`src/rtl/oled_spi_streamer_if.sv`:
```
// Byte-stream handshake between a producer and the OLED SPI streamer.
// Signals: in_valid/in_data/in_is_data (producer -> streamer), in_ready (streamer -> producer).
// master = producer side, slave = streamer side; a byte moves on a cycle with in_valid && in_ready.
interface oled_spi_streamer_if;
    logic       in_valid;
    logic [7:0] in_data;
    logic       in_is_data;
    logic       in_ready;

    modport master (output in_valid, output in_data, output in_is_data, input in_ready);
    modport slave  (input in_valid, input in_data, input in_is_data, output in_ready);
endinterface

```
`src/rtl/oled_spi_streamer.sv`:
```
// Buffers command/data bytes in a FIFO and shifts them out to an SPI OLED panel (mode 0, MSB first),
// after running the panel reset/startup sequence. Ports: clk, rst (async, active high), in_if (byte
// stream, slave), sclk/sdin/cs/cmd/res panel pins, init_done, busy, fifo_level.
// Latency: a byte popped at edge P drives cs low from edge P; each frame holds cs low 17*CLK_DIV
// cycles followed by a CLK_DIV-cycle cs-high gap. Backpressure: in_ready drops when the FIFO is full.
module oled_spi_streamer #(
    parameter int CLK_DIV       = 4,
    parameter int RES_PULSE     = 100,
    parameter int STARTUP_DELAY = 1000,
    parameter int FIFO_DEPTH    = 16
) (
    input  logic                          clk,
    input  logic                          rst,
    oled_spi_streamer_if.slave            in_if,
    output logic                          sclk,
    output logic                          sdin,
    output logic                          res,
    output logic                          cmd,
    output logic                          cs,
    output logic                          init_done,
    output logic                          busy,
    output logic [$clog2(FIFO_DEPTH):0]   fifo_level
);
    localparam int AW   = $clog2(FIFO_DEPTH);
    localparam int M1   = (RES_PULSE > STARTUP_DELAY) ? RES_PULSE : STARTUP_DELAY;
    localparam int MAXC = (M1 > CLK_DIV) ? M1 : CLK_DIV;
    localparam int CW   = $clog2(MAXC + 1);

    localparam logic [2:0] RES_LOW  = 3'd0;
    localparam logic [2:0] RES_WAIT = 3'd1;
    localparam logic [2:0] IDLE     = 3'd2;
    localparam logic [2:0] SHIFT    = 3'd3;
    localparam logic [2:0] CS_HOLD  = 3'd4;
    localparam logic [2:0] GAP      = 3'd5;

    logic [2:0]    state;
    logic [CW-1:0] cnt;
    logic [3:0]    half;      // sclk half-periods elapsed in the current byte
    logic [6:0]    sh;        // bits still to be presented on sdin
    logic [8:0]    mem [FIFO_DEPTH];
    logic [AW-1:0] wptr, rptr;
    logic [8:0]    head;
    logic          push, pop, cnt_done;

    assign in_if.in_ready = !rst && (fifo_level < (AW+1)'(FIFO_DEPTH));
    assign push     = in_if.in_valid && in_if.in_ready;
    assign cnt_done = (cnt == CW'(CLK_DIV - 1));
    // Pop straight from IDLE, or chain the next byte right at the end of the inter-frame gap.
    assign pop      = (fifo_level != '0) && ((state == IDLE) || ((state == GAP) && cnt_done));
    assign head     = mem[rptr];
    assign res      = (state != RES_LOW);
    assign busy     = (state != IDLE) || (fifo_level != '0);

    always_ff @(posedge clk) begin
        if (push) mem[wptr] <= {in_if.in_is_data, in_if.in_data};
    end

    always_ff @(posedge clk or posedge rst) begin
        if (rst) begin
            wptr       <= '0;
            rptr       <= '0;
            fifo_level <= '0;
        end else begin
            if (push) wptr <= wptr + 1'b1;
            if (pop)  rptr <= rptr + 1'b1;
            case ({push, pop})
                2'b10:   fifo_level <= fifo_level + 1'b1;
                2'b01:   fifo_level <= fifo_level - 1'b1;
                default: fifo_level <= fifo_level;
            endcase
        end
    end

    always_ff @(posedge clk or posedge rst) begin
        if (rst) begin
            state     <= RES_LOW;
            cnt       <= '0;
            half      <= '0;
            sh        <= '0;
            sclk      <= 1'b0;
            sdin      <= 1'b0;
            cmd       <= 1'b0;
            cs        <= 1'b1;
            init_done <= 1'b0;
        end else if (pop) begin
            state <= SHIFT;
            cnt   <= '0;
            half  <= '0;
            sh    <= head[6:0];
            sdin  <= head[7];
            cmd   <= head[8];
            cs    <= 1'b0;
            sclk  <= 1'b0;
        end else begin
            case (state)
                RES_LOW: begin
                    if (cnt == CW'(RES_PULSE - 1)) begin
                        state <= RES_WAIT;
                        cnt   <= '0;
                    end else begin
                        cnt <= cnt + 1'b1;
                    end
                end
                RES_WAIT: begin
                    if (cnt == CW'(STARTUP_DELAY - 1)) begin
                        state     <= IDLE;
                        cnt       <= '0;
                        init_done <= 1'b1;
                    end else begin
                        cnt <= cnt + 1'b1;
                    end
                end
                IDLE: begin
                    cnt <= '0;
                end
                SHIFT: begin
                    if (cnt_done) begin
                        cnt  <= '0;
                        sclk <= ~sclk;
                        half <= half + 1'b1;
                        // Falling edge: advance to the next bit, except after the last
                        // bit where sdin keeps its value into the hold/idle phase.
                        if (sclk) begin
                            if (half == 4'd15) begin
                                state <= CS_HOLD;
                            end else begin
                                sdin <= sh[6];
                                sh   <= {sh[5:0], 1'b0};
                            end
                        end
                    end else begin
                        cnt <= cnt + 1'b1;
                    end
                end
                CS_HOLD: begin
                    if (cnt_done) begin
                        cs    <= 1'b1;
                        state <= GAP;
                        cnt   <= '0;
                    end else begin
                        cnt <= cnt + 1'b1;
                    end
                end
                GAP: begin
                    if (cnt_done) begin
                        state <= IDLE;
                        cnt   <= '0;
                    end else begin
                        cnt <= cnt + 1'b1;
                    end
                end
                default: begin
                    state <= RES_LOW;
                    cnt   <= '0;
                end
            endcase
        end
    end
endmodule

```
`src/flat_wrapper.sv`:
```
// flat-port wrapper written by rule: the top's interface ports become plain ports
module oled_spi_streamer_flat 
#(
    parameter int CLK_DIV       = 4,
    parameter int RES_PULSE     = 100,
    parameter int STARTUP_DELAY = 1000,
    parameter int FIFO_DEPTH    = 16
)
  (clk, rst, sclk, sdin, res, cmd, cs, init_done, busy, fifo_level, in_if_in_valid, in_if_in_data, in_if_in_is_data, in_if_in_ready);
  oled_spi_streamer_if in_if_i ();
  input  logic clk;
  input  logic rst;
  output logic sclk;
  output logic sdin;
  output logic res;
  output logic cmd;
  output logic cs;
  output logic init_done;
  output logic busy;
  output logic [$clog2(FIFO_DEPTH):0] fifo_level;
  input wire logic [$bits(in_if_i.in_valid)-1:0] in_if_in_valid;
  input wire logic [$bits(in_if_i.in_data)-1:0] in_if_in_data;
  input wire logic [$bits(in_if_i.in_is_data)-1:0] in_if_in_is_data;
  output wire logic [$bits(in_if_i.in_ready)-1:0] in_if_in_ready;
  assign in_if_i.in_valid = in_if_in_valid;
  assign in_if_i.in_data = in_if_in_data;
  assign in_if_i.in_is_data = in_if_in_is_data;
  assign in_if_in_ready = in_if_i.in_ready;
  oled_spi_streamer #(.CLK_DIV(CLK_DIV), .RES_PULSE(RES_PULSE), .STARTUP_DELAY(STARTUP_DELAY), .FIFO_DEPTH(FIFO_DEPTH)) u_core (.clk(clk), .rst(rst), .in_if(in_if_i), .sclk(sclk), .sdin(sdin), .res(res), .cmd(cmd), .cs(cs), .init_done(init_done), .busy(busy), .fifo_level(fifo_level));
endmodule
```
`config.mk`:
```
export PLATFORM = sky130hd
export DESIGN_NAME = oled_spi_streamer_flat
export DESIGN_NICKNAME = d
export VERILOG_FILES = /design/src/rtl/oled_spi_streamer_if.sv /design/src/rtl/oled_spi_streamer.sv /design/src/flat_wrapper.sv
export SDC_FILE = /design/constraint.sdc
export NUM_CORES = 1
export LEC_CHECK = 0
export ABC_AREA = 0
export CORE_ASPECT_RATIO = 0.5
export CORE_UTILIZATION = 50
export DETAILED_ROUTE_END_ITERATION = 6
export PLACE_DENSITY = 0.67
export SLEW_MARGIN = 25
export SYNTH_ARGS = -nofsm -noshare
export SYNTH_HDL_FRONTEND = slang
export SYNTH_SLANG_ARGS = --single-unit
```
`constraint.sdc`:
```
create_clock -name clk -period 4 [get_ports clk]
set_input_delay 0.8 -clock clk [delete_from_list [all_inputs] [get_ports clk]]
set_output_delay 0.8 -clock clk [all_outputs]
set_load 0.05 [all_outputs]
```
==> results.cfg <==
[grt]
grt_pass1_wl_um = 23500
grt_usage = 0.194
antenna_found_initial = 0
overflow = 0
first_global_vias = 4220
grt_max_degree = 43

[setup_path]
cp-start-kind = flop
slowest_stage = o22ai_2
cp.arrival_ns = 3.73
crit_top_cell = ha_1
ff2ff_setup_slack_ns = 0.63
worstSetupPathType = reg -> reg
path_cells = ha_1 > nor3b_2 > and4_1 > o22ai_2 > inv_2 > ha_1 > xor2_1 > ha_1 > o21a_1 > o21ai_0 > nand3b_1 > a21oi_1 > xor2_1
worst_r2r_startpoint = u_core.cnt[0]
max_stage_delay_ns = 0.45
required_ns = 4.35
cp-end-kind = flop
reg2reg_depth = 13
crit_path_start = u_core.cnt[0]
cp_max_fo = 15

[detailed_routing]
drt-initial-drc-count = 352
drt_wl_total_um = 14600
avgRoutedWirePerCell_um = 19.7
dr.pass1.iters = 5
viasPerCell = 5.55
drc = 0
vias = 4116
ant_nets = 0

[cells_and_area]
seqCellArea_sq_um = 5380
diodes = 0
syn2layout_area_growth_pct = 13.0
drive_gt1_frac = 0.188
fillers = 1199
fin_nets = 548
multiInputGateArea_sq_um = 2330

[power]
netSwitchingFraction = 0.265
total_power_uw = 4340
seq_power_share = 0.529
peakVddDrop_uv = 288
power_switching_uw = 1150
p_leak_uw = 0.00308
power.internal_uw = 3190
power_frac_clock = 0.367
power.density_nw_per_um2 = 485
pwr-share-comb = 0.104

[worst_hold_path]
min_from = u_core.init_done
hold_depth = 1
hold_class = reg -> reg

[logic_synthesis]
synth_edf_count = 144
synth-main-ff-cell = edfxtp_1
synth_cell_types = 60
synth_top_area_cell = edfxtp_1
synth_seq_cells = 186
syn-num-nets = 509
synth_cells = 486
synth.yosys.seq_area_share = 0.679
syn_area_sq_um = 7920
synthTopCellsByCount = 144 x edfxtp_1, 41 x dfrtp_1, 32 x nand2_1
yosys.area.top_type_share = 0.546
yosysWarnings = 0
postSynthAreaPerCell_sq_um = 16.3
synth.most_common_cell = edfxtp_1
yosys-top-cells-area = edfxtp_1 55%, dfrtp_1 13%, mux4_2 6.3%
async_reset_ff_frac = 0.226

[clock_tree]
clkLatencyLatePin_ns = 0.42
clock-root-buffer = clkbuf_16
htreeDepth = 4
cts_tree = done
ctsHoldBuffers = 0
clock_sinks = 186
cts_buffers = 17
post_cts_buffers = 0
clk_pin_slew_ns = 0.07
cts_buffer_depth = 2
cts_resized = 0

[job]
max-cap-violations = 0

[sta]
rsz0062_at_grt = false
final-setup-viol-count = 0
clock.fmax_mhz = 297
holdWs_ns = 0.469
fin_crit_ns = 3.37
skew_ns = 0.0124
relSlewSlack = 0.421
period_share = 0.843
drv_slew = 0
worst_pin_slew_ns = 0.867
fin_tns_setup_ns = 0
hold_violations = 0

[floorplan]
row_count = 32
placeableCoreArea_sq_um = 15500
floorplan.die.width_um = 180
ios = 25
die_y_um = 91.0
start_util = 0.512
die_area_sq_um = 16400

[placed_design]
hpwl_um = 9820
place.gp.congestion = 0.801
portBuffers = 24

[status]
status = finished, final reports clean
## layer usage
metal | vias up | global-route usage | wire length, um | part of all wire
li1 | 1962 | - | - | -
met2 | 106 | 0.296 | 6790 | 0.46
met1 | 2038 | 0.275 | 6690 | 0.46
met4 | 0 | 0.0625 | 132 | 0.0090
met3 | 10 | 0.0473 | 1000 | 0.068
met5 | - | 0 | 0 | 0
## worst max-delay path, delay by kind of cell, from the launching register on
| family | cells | cell delay [ns] |
|---|---|---|
| xor+xnor | 2 | 0.33 |
| compound gates | 4 | 0.93 |
| simple gates | 3 | 0.45 |
| flops | 1 | 0.42 |
| fa+ha+maj | 3 | 0.89 |
| buf+inv | 1 | 0.26 |
## worst paths after layout
kind	end
worst max-delay path	u_core.fifo_level[4]
worst min-delay path	u_core.init_done
worst max register to register	u_core.fifo_level[4]
worst min register to register	u_core.init_done
max in group asynchronous	u_core.rptr[1]
min in group asynchronous	u_core.wptr[1]
## cells by family (layout without fill, tap and decap cells)
logic type / count (synthesis) / in the layout / synth area share
simple gates: 124 / 124 / 0.0806
mux: 49 / 49 / 0.114
buf+inv: 31 / 83 / 0.0267
compound gates: 61 / 61 / 0.0556
xor+xnor: 24 / 24 / 0.0265
flops: 186 / 186 / 0.679
fa+ha+maj: 11 / 11 / 0.0174
## cell usage in the layout, fill, tap and decap left out, types with 3 or more instances in the layout
cell	count
nand2b_1	3
nor2_1	30
clkinv_4	3
o21ai_0	7
a22oi_1	3
clkdlybuf4s50_1	24
and3_1	3
xnor2_1	10
inv_1	5
a221oi_1	8
nor2_2	9
dfrtp_1	40
mux4_2	22
mux2i_1	12
a221o_1	7
a21oi_1	12
edfxtp_1	144
nand3_1	15
a31oi_1	3
nand3b_1	3
clkbuf_16	17
mux4_1	8
inv_8	5
mux2_2	7
o21ai_1	7
ha_1	11
nand4_1	5
nor2b_1	4
nand2_1	32
buf_4	20
nor3_1	5
o31ai_1	3
xor2_1	14
## area by class of cell
class | count | area share
flip-flops and latches | 186 | 0.601
multi-input cells | 269 | 0.261
clock buffers | 19 | 0.0484
repair buffers | 44 | 0.0436
well taps | 204 | 0.0285
clock inverters | 13 | 0.0147
inverters | 7 | 0.00294
## flip-flops by register name (all words and copies together) (netlist names), 3 cells and up
name	count
u_core.sh	7
u_core.half	4
u_core.mem	144
u_core.wptr	4
u_core.cnt	10
u_core.state	3
u_core.rptr	4
u_core.fifo_level	5
## stage by stage
step / cell area, sq um / cells / util / setup slack (ns)
final: 8940 / 742 / 0.579 / 0.628
after global routing: 8940 / 742 / 0.579 / 0.411
after CTS: 8940 / 742 / 0.579 / 0.640
after detailed placement: 8380 / 710 / 0.542 / 0.643
after global placement: 8380 / 710 / 0.542 / 0.748
after floorplan: 7920 / 486 / - / 0.454
## power groups by stage
stage                     Clock [uW]  Combinational, uW  Sequential (uW)
after floorplan                    0                232             2370
after global placement             0                447             2330
after detailed placement           0                454             2330
after CTS                       1630                456             2290
after global routing            1710                493             2310
final                           1590                451             2290
Note: power is estimated with default switching activity, not from simulation.
